==> src/rtl/posit_weight_serializer.sv <==
// Bit-serial transmitter for posit weights: parallel words in, MSB-first bit train out at a run-time precision.
// Optional one-entry prefetch buffer is enabled with `define POSIT_SER_PREFETCH_EN.
module posit_weight_serializer #(
  parameter int MAX_WIDTH    = 8,
  parameter int PREC_WIDTH   = 4,
  parameter int DEFAULT_PREC = 4
) (
  input  logic                  clk,
  input  logic                  rst,
  input  logic                  set,
  input  logic [PREC_WIDTH-1:0] precision,
  input  logic                  in_valid,
  output logic                  in_ready,
  input  logic [MAX_WIDTH-1:0]  in_weight,
  output logic                  w,
  output logic                  valid,
  output logic                  last,
  output logic                  busy
);

  localparam int CNT_W = (MAX_WIDTH > 2) ? $clog2(MAX_WIDTH) : 1;

  typedef enum logic {
    IDLE  = 1'b0,
    SHIFT = 1'b1
  } state_t;

  state_t                state, state_nxt;
  logic [MAX_WIDTH-1:0]  shreg, shreg_nxt;
  logic [CNT_W-1:0]      cnt, cnt_nxt;
  logic [PREC_WIDTH-1:0] prec_r, prec_nxt;
  logic                  w_nxt, valid_nxt, last_nxt;
  logic                  hs, load_slot, load_req, set_ok;
  logic [MAX_WIDTH-1:0]  load_word, prec_mask;
  logic [CNT_W-1:0]      top_idx;

`ifdef POSIT_SER_PREFETCH_EN
  logic                  buf_valid, buf_valid_nxt;
  logic [MAX_WIDTH-1:0]  buf_word, buf_word_nxt;
`endif

  function automatic logic [PREC_WIDTH-1:0] clamp_prec(input logic [PREC_WIDTH-1:0] p);
    if (int'(p) < 2)         return PREC_WIDTH'(2);
    if (int'(p) > MAX_WIDTH) return PREC_WIDTH'(MAX_WIDTH);
    return p;
  endfunction

  // Handshake: a word transfers on a rising edge where in_valid & in_ready are both high;
  // in_valid may be raised at any time, in_ready never depends on in_valid, and there is
  // no consumer-side ready: once a word is loaded its bits stream without stalls.
  assign load_slot = (state == IDLE) || (cnt == '0);
  assign hs        = in_valid && in_ready;
  assign top_idx   = CNT_W'(prec_r - 1'b1);
  assign prec_mask = ~({MAX_WIDTH{1'b1}} << prec_r);

`ifdef POSIT_SER_PREFETCH_EN
  assign in_ready = !rst && !buf_valid;
  assign busy     = (state == SHIFT) || buf_valid;
`else
  assign in_ready = !rst && load_slot;
  assign busy     = (state == SHIFT);
`endif

  always_comb begin
    state_nxt = state;
    shreg_nxt = shreg;
    cnt_nxt   = cnt;
    prec_nxt  = prec_r;
    w_nxt     = 1'b0;
    valid_nxt = 1'b0;
    last_nxt  = 1'b0;
`ifdef POSIT_SER_PREFETCH_EN
    buf_valid_nxt = buf_valid;
    buf_word_nxt  = buf_word;
    // A waiting buffered word always wins the load slot; otherwise a new word bypasses the buffer.
    load_req  = load_slot && (buf_valid || hs);
    load_word = buf_valid ? buf_word : in_weight;
    set_ok    = (state == IDLE) && !hs && !buf_valid;
    if (load_slot && buf_valid) buf_valid_nxt = 1'b0;
    if (hs && !load_slot) begin
      buf_valid_nxt = 1'b1;
      buf_word_nxt  = in_weight;
    end
`else
    load_req  = load_slot && hs;
    load_word = in_weight;
    set_ok    = (state == IDLE) && !hs;
`endif

    if (set && set_ok) prec_nxt = clamp_prec(precision);

    // Outputs are registered, so the next bit is picked one cycle ahead: cnt always
    // indexes the bit currently on w.
    if (load_req) begin
      state_nxt = SHIFT;
      shreg_nxt = load_word & prec_mask;
      cnt_nxt   = top_idx;
      w_nxt     = load_word[top_idx];
      valid_nxt = 1'b1;
      last_nxt  = (top_idx == '0);
    end else if (state == SHIFT && cnt != '0) begin
      cnt_nxt   = cnt - 1'b1;
      w_nxt     = shreg[cnt - 1'b1];
      valid_nxt = 1'b1;
      last_nxt  = (cnt == CNT_W'(1));
    end else if (state == SHIFT) begin
      state_nxt = IDLE;
    end
  end

  always_ff @(posedge clk) begin
    if (rst) begin
      state  <= IDLE;
      shreg  <= '0;
      cnt    <= '0;
      prec_r <= PREC_WIDTH'(DEFAULT_PREC);
      w      <= 1'b0;
      valid  <= 1'b0;
      last   <= 1'b0;
`ifdef POSIT_SER_PREFETCH_EN
      buf_valid <= 1'b0;
      buf_word  <= '0;
`endif
    end else begin
      state  <= state_nxt;
      shreg  <= shreg_nxt;
      cnt    <= cnt_nxt;
      prec_r <= prec_nxt;
      w      <= w_nxt;
      valid  <= valid_nxt;
      last   <= last_nxt;
`ifdef POSIT_SER_PREFETCH_EN
      buf_valid <= buf_valid_nxt;
      buf_word  <= buf_word_nxt;
`endif
    end
  end

endmodule

==> config.mk <==
export PLATFORM = sky130hd
export DESIGN_NAME = posit_weight_serializer
export DESIGN_NICKNAME = d
export VERILOG_FILES = /design/src/rtl/posit_weight_serializer.sv
export SDC_FILE = /design/constraint.sdc
export NUM_CORES = 1
export LEC_CHECK = 0
export CAP_MARGIN = 20
export CELL_PAD_IN_SITES_DETAIL_PLACEMENT = 1
export CELL_PAD_IN_SITES_GLOBAL_PLACEMENT = 2
export CORE_MARGIN = 2
export CORE_UTILIZATION = 32
export DETAILED_ROUTE_END_ITERATION = 10
export PLACE_DENSITY = 0.89
export SETUP_SLACK_MARGIN = 0.4
export SYNTH_ARGS = -nofsm -noshare
export SYNTH_HDL_FRONTEND = slang
export SYNTH_SLANG_ARGS = --single-unit
==> constraint.sdc <==
create_clock -name clk -period 4.4 [get_ports clk]
set_clock_uncertainty 0.05 [all_clocks]
set_input_delay 1.32 -clock clk [delete_from_list [all_inputs] [get_ports clk]]
set_output_delay 1.32 -clock clk [all_outputs]
set_load 0.02 [all_outputs]
==> impl_results.md, run 1 <==
* Clock slew at the register clock pins of the worst setup and hold paths at 120 ps
* Pin count of the biggest net entering global routing at 19
* Share of total power in sequential cells at 50.4%
* Ratio of total power to cell area at 294.1 nW/um^2
* CP endpoint kind: output port
* Register-to-Register Path Depth at 5
* Clk root buf: clkbuf_4
* Largest fanout of any net on the critical path at 2
* Initial core utilization at 33.66%
* Die boundary width at 60.90 microns
* Clock latency at the later pin of the worst-skew pair at ~300 ps
* # Max-Cap Violations at 0
* Clock buffers created by TritonCTS at 3
* GRT Total Usage at approximately 16%
* DIE AREA at 3709 sq um
* Power consumption at ~380 uW
* Global-route wire length before repair at 4257 microns
* Crit start category: primary input
* Vias after detailed routing at 889
* Cell leakage power at ~0.0005 uW
* Number of buffers inserted for hold repair after clock tree synthesis at 0
* Weighted congestion at the end of routability-driven global placement at roughly 0.82
* Via density per instance at 5.023
* Final period util at 87.37%
* Slew margin rel. at 69.49%
* Count of instances resized after the clock tree is built at 0
* Post-Route WL at 2392 microns
* FMAX at 0.2601 GHz
* Number of antenna violations at the first check in global routing at 0
* Placement row count at 20
* Most frequent cell on the critical path: clkdlybuf4s50_1
* Post-detailed-route DRC marker count at 0
* Initial DRC count at 22
* Internal power of the cells at approximately 260 uW
* Deepest level of the CTS H-tree at 1
* Average detailed-routed wire length per instance at 13.51 microns
* Mean instance size in the synthesized netlist at ~9.2 sq um
* Result of the run: completed
* Peak supply drop at 142.6 uV
* Layout Area Growth over Synthesis at 24.40%
* Count of inserted antenna diode cells at 0
* Kind of critical path: in2out
* Worst slew pin tran at 456.2 ps
* Number of iterations in the first detailed-routing pass at 2
* Net Switching at 114.5 uW
* Share of layout cells above drive strength 1 at 8.271%
* Synthesized flop and latch total at 19
* Path type of the worst min-delay path: reg2reg
* Number of standard cells in the layout, taps in and fillers out at 177
* Total number of clock tree sinks at 19
* Logic gate share of total power at roughly a quarter
* Final hold violation count at 0
* Proportion of synthesized chip area in sequential cells at a little under two fifths
* Synthesized Nets at roughly 140
* Clock network fraction of design power at 24.2%
* Cell count after synthesis at 113
* WP data arrival at about 2500 ps
* Number of buffer cells added on primary ports at 20
* Estimated wirelength of the detail-placed design at between 1500 and 2000 microns
* Synth warn at 0
* Number of top-level pins at 21
* Total count of max-transition violations in the final report at 0
* Req. time, crit path at 3030 ps
* Total overflow reported by the global router at 0
* DIE HEIGHT at ~61 microns
* Clk buf depth at 2
* Worst hold path stage count at 2
* Net switching fraction of the power at 30.22%
* Max stage delay cell, worst path: clkdlybuf4s50_1
* Min Tclk post-route at about 3800 ps
* Number of nets with antenna violations after routing at 0
* Placed Cells incl. Taps at 173
* Ordered list of cells on the worst path: clkdlybuf4s50_1 > nor2_1 > clkdlybuf4s50_1
* Number of distinct standard cells referenced by the synthesized netlist at 29
* TritonCTS clock tree: done
* Post-CTS Repair Setup Buffers at 0
* CP max stage delay at 600 ps
* Final setup violation count at 0
* Vias in the first global route at about 900
* Unrepaired setup endpoints after global routing: false
* Total Neg Setup Slack at 0 ps
* Post-synthesis cell area at 1036 sq um
* Core region area at 3078 sq um
* Post-layout nets at 157
## sequential cells by signal (all words and copies together), names as in the netlist
name and cells:
valid 1, w 1, shreg 8, prec_r 4, busy 1, cnt 3
last 1
## worst paths after layout
| check | end | startpoint | slack (ps) |
|---|---|---|---|
| hold reg to reg | shreg[2] | shreg[2] | 410 |
| setup reg to reg | w | prec_r[0] | 2420 |
| setup / recovery | in_ready | rst | 560 |
| hold / removal | shreg[2] | shreg[2] | 410 |
## synth_stat cells (all sizes together)
library cell   n  area, sq um
nand3          5        30.03
a21o           1        7.510
o211ai         2        15.01
a21oi         16        80.08
o311ai         2        17.52
dfxtp         19        380.4
nor3b          1        7.510
a211oi         2        27.53
nand2b         1        6.260
clkbuf         1        3.750
ha             7        87.58
buf            4        33.78
o32ai          1        8.760
nor2          17        63.81
nand2          9        33.78
nand3b         2        15.01
nor2b          1        6.260
xnor2          1        8.760
and3           1        6.260
mux2i          5        50.05
nand4          1        6.260
mux4           4        93.84
inv            9        36.29
a32o           1        10.01
## cells in the final DEF (no fill, tap or decap), types with 2 or more instances in the layout
| master | Yosys | final |
|---|---|---|
| inv_1 | 8 | 8 |
| nand3_1 | 4 | 4 |
| nand3b_1 | 2 | 2 |
| mux2i_1 | 5 | 5 |
| nor2_1 | 17 | 17 |
| dfxtp_1 | 19 | 19 |
| a21oi_1 | 16 | 16 |
| clkdlybuf4s50_1 | 0 | 20 |
| clkbuf_4 | 0 | 3 |
| ha_1 | 7 | 7 |
| mux4_2 | 3 | 3 |
| o311ai_1 | 2 | 2 |
| nand2_1 | 9 | 9 |
| o211ai_1 | 2 | 2 |
## power by group through the flow
| stage | combinational (uW) | clock (uW) | sequential, uW |
|---|---|---|---|
| finish | 96.1 | 91.8 | 191 |
| global route | 109 | 105 | 193 |
| CTS | 97.8 | 94.6 | 191 |
| detailed placement | 97.5 | 0 | 195 |
| global placement | 95.3 | 0 | 195 |
| floorplan | 62.5 | 0 | 196 |
## final cells by class
type	count	area, sq um
Clock inverter	1	5.005
Timing Repair Buffer	21	207.7
Tap cell	44	55.05
Inverter	9	36.28
Fill cell	384	1789
Multi-Input combinational cell	80	581.8
Clock buffer	3	22.52
Sequential cell	19	380.4
## routing by layer
layer | GRT usage [%] | routed length, microns | up-vias | part of all wire (%)
li1 | - | - | 437 | -
met1 | 20.60 | 1119 | 433 | 47
met2 | 26.27 | 1179 | 15 | 49
met3 | 3.838 | 74 | 4 | 3.1
met4 | 3.727 | 19 | 0 | 0.79
met5 | 0 | 0 | - | 0
## logic make-up after synthesis
group	after synthesis	share of synthesized area, %
buffers and inverters	14	7.126
DFF	19	36.71
muxes	9	13.89
AOI/OAI and AO/OA	25	16.06
and+or+nand+nor	38	16.91
adders and majority gates	7	8.454
xor gates and xnor gates	1	0.8456
## per-stage QoR
step | area [sq um] | setup slack, ps | hold WS [ps] | utilization, %
floorplan | 1036 | 1086 | 377.2 | -
global placement | 1261 | 534.0 | 389.2 | 40.98
detailed placement | 1261 | 539.8 | 395.4 | 40.98
CTS | 1289 | 537.5 | 412.7 | 41.87
global route | 1289 | 511.6 | 440.3 | 41.87
finish | 1289 | 555.7 | 410.5 | 41.87
## worst max-delay path: cells and delay by family
kind | cells | cell delay, ps
simple gates | 1 | 110
buf+inv | 2 | 1040
(Power assumes the default switching activity.)
==> inputs of run 2 (changes only) <==
- CORE_MARGIN: 2 -> not set
==> run 2 against run 1 <==
First-iteration DRC count fell by 4.5%; total power rose by 0.72%; hold slack improved by 4.2 ps; non-clock buffer count did not move; core utilization rose by 0.34 points; design area did not move; sequential cell count did not move; sequential power barely moved; via count rose by 0.67%; critical endpoint unchanged; highest routed layer unchanged.
==> impl_results.md, run 2 (synthesized netlist as in run 1, its figures left out) <==
* Final hold violation count at 0
* Core region area at between 3000 and 4000 sq um
* Post-CTS Repair Setup Buffers at 0
* Number of buffers inserted for hold repair after clock tree synthesis at 0
* Total Neg Setup Slack at 0 ps
* Pin count of the biggest net entering global routing at 19
* Crit start category: primary input
* Worst r2r src: cnt[0]
* Count of inserted antenna diode cells at 0
* Clock latency at the later pin of the worst-skew pair at 310 ps
* Count of instances resized after the clock tree is built at 0
* Total count of max-transition violations in the final report at 0
* CP endpoint kind: output port
* DIE HEIGHT at 58.90 microns
* Share of total power in sequential cells at 50.0%
* Final period util at 88.39%
* Initial core utilization at 33.93%
* Result of the run: completed
* GRT Total Usage at 17.49%
* Total number of clock tree sinks at 19
* Biggest regs: shreg (8), prec_r (4), cnt (3)
* Clock buffers created by TritonCTS at 3
* Clk buf depth at 2
* Post-Route WL at between 2000 and 3000 microns
* DIE AREA at 3469 sq um
* Cell leakage power at 0.0004972 uW
* Estimated wirelength of the detail-placed design at 2035 microns
* Layout Area Growth over Synthesis at 24.40%
* Clock network fraction of design power at 24.2%
* Number of nets with antenna violations after routing at 0
* Post-layout nets at approximately 160
* Unrepaired setup endpoints after global routing: false
* Number of antenna violations at the first check in global routing at 0
* Logic gate share of total power at 25.7%
* Number of buffer cells added on primary ports at 20
* Peak supply drop at 119.9 uV
* Path type of the worst min-delay path: reg2reg
* TritonCTS clock tree: done
* Worst Hold Endpoint: shreg[4]
* Most common cell after layout, fill and taps aside: clkdlybuf4s50_1
* Average detailed-routed wire length per instance at 14.30 microns
* Weighted congestion at the end of routability-driven global placement at 0.8520
* Worst hold path stage count at 2
* # Max-Cap Violations at 0
* Most used cells in the layout excluding fill and tap cells: clkdlybuf4s50_1, dfxtp_1, nor2_1
* Global-route wire length before repair at 4443 microns
* Net Switching at 116.9 uW
* Endpoint of the worst register-to-register path: w
* Power consumption at 381.7 uW
* Ratio of total power to cell area at just under 300 nW/um^2
* Number of iterations in the first detailed-routing pass at 2
* Post-detailed-route DRC marker count at 0
* Instance area after placement at 1261 sq um
* Critical hold path startpoint: shreg[4]
* Launching element of the worst setup path: rst
* FMAX at around 0.26 GHz
* Number of top-level pins at 21
* Share of layout cells above drive strength 1 at 8.271%
* Register name with the most flops: shreg
* Final Util at 42.21%
* Slew margin rel. at 70.75%
* Net switching fraction of the power at between 30% and 40%
* Min Tclk post-route at between 3000 and 4000 ps
* Setup slack, reg-to-reg at 2450 ps
* Register-to-Register Path Depth at 6
* Deepest level of the CTS H-tree at 1
* Number of flip-flops under the largest register name at 8
* Clk root buf: clkbuf_4
* Largest fanout of any net on the critical path at 2
* Total overflow reported by the global router at 0
* Kind of critical path: in2out
* Internal power of the cells at about 260 uW
* Worst Slack Setup Final at 511.1 ps
* Post-route cell area at 1289 sq um
* Placement row count at 20
* WP data arrival at 2520 ps
* Clock slew at the register clock pins of the worst setup and hold paths at 120 ps
* Initial DRC count at 21
* Via density per instance at just over 5
* Req. time, crit path at 3030 ps
* Die boundary width at 58.90 microns
* Final setup violation count at 0
* Worst setup slack after placement at 484.6 ps
* Worst slew pin tran at 437.4 ps
* Vias in the first global route at 925
* Vias after detailed routing at 895
-- run 2: cell counts in the layout (fill, tap and decap cells not counted) --
Identical to the previous run, type by type.
-- run 2: metal layers --
metal	part of all wire (%)	GRT usage (%)	up-vias
li1	-	-	438
met4	1.5	6.122	0
met1	46	21.83	437
met2	51	30.52	15
met3	2.2	2.637	5
met5	0	0	-
-- run 2: cell type report --
cell class / instances / area (sq um)
clock buffers: 3 / 22.52
multi-input cells: 80 / 581.8
repair buffers: 21 / 207.7
fillers: 387 / 1764
inverters: 9 / 36.28
flip-flops and latches: 19 / 380.4
clock inverters: 1 / 5.005
well taps: 44 / 55.05
-- run 2: worst max path at each step --
stage / end / depth (start not counted) / slack, ps
floorplan: in_ready / 3 / 1090
global placement: in_ready / 3 / 520
detailed placement: in_ready / 3 / 480
CTS: in_ready / 3 / 480
global route: in_ready / 3 / 440
finish: in_ready / 3 / 510
-- run 2: worst max-delay path: stages --
cell	delay, ps
clkdlybuf4s50_1	450
nor2_1	130
clkdlybuf4s50_1	610
-- run 2: power by group through the flow --
stage                     clock (uW)  sequential [uW]  combinational (uW)
final                           92.4              191                98.2
after global routing             104              193                 111
after CTS                       95.4              191                 100
after detailed placement           0              195                99.5
after global placement             0              194                95.5
after floorplan                    0              196                62.5
-- run 2: metrics by stage --
stage	hold WS [ps]	instances
after floorplan	377.2	113
final	414.8	177
after global routing	442.8	177
after detailed placement	399.9	173
after CTS	417.4	177
after global placement	388.8	173
==> inputs of run 3 (changes only) <==
- SETUP_SLACK_MARGIN: 0.4 -> 0.2
==> results of run 3 <==
Same layout as run 2: the final DEF is identical, and so are final timing and power.
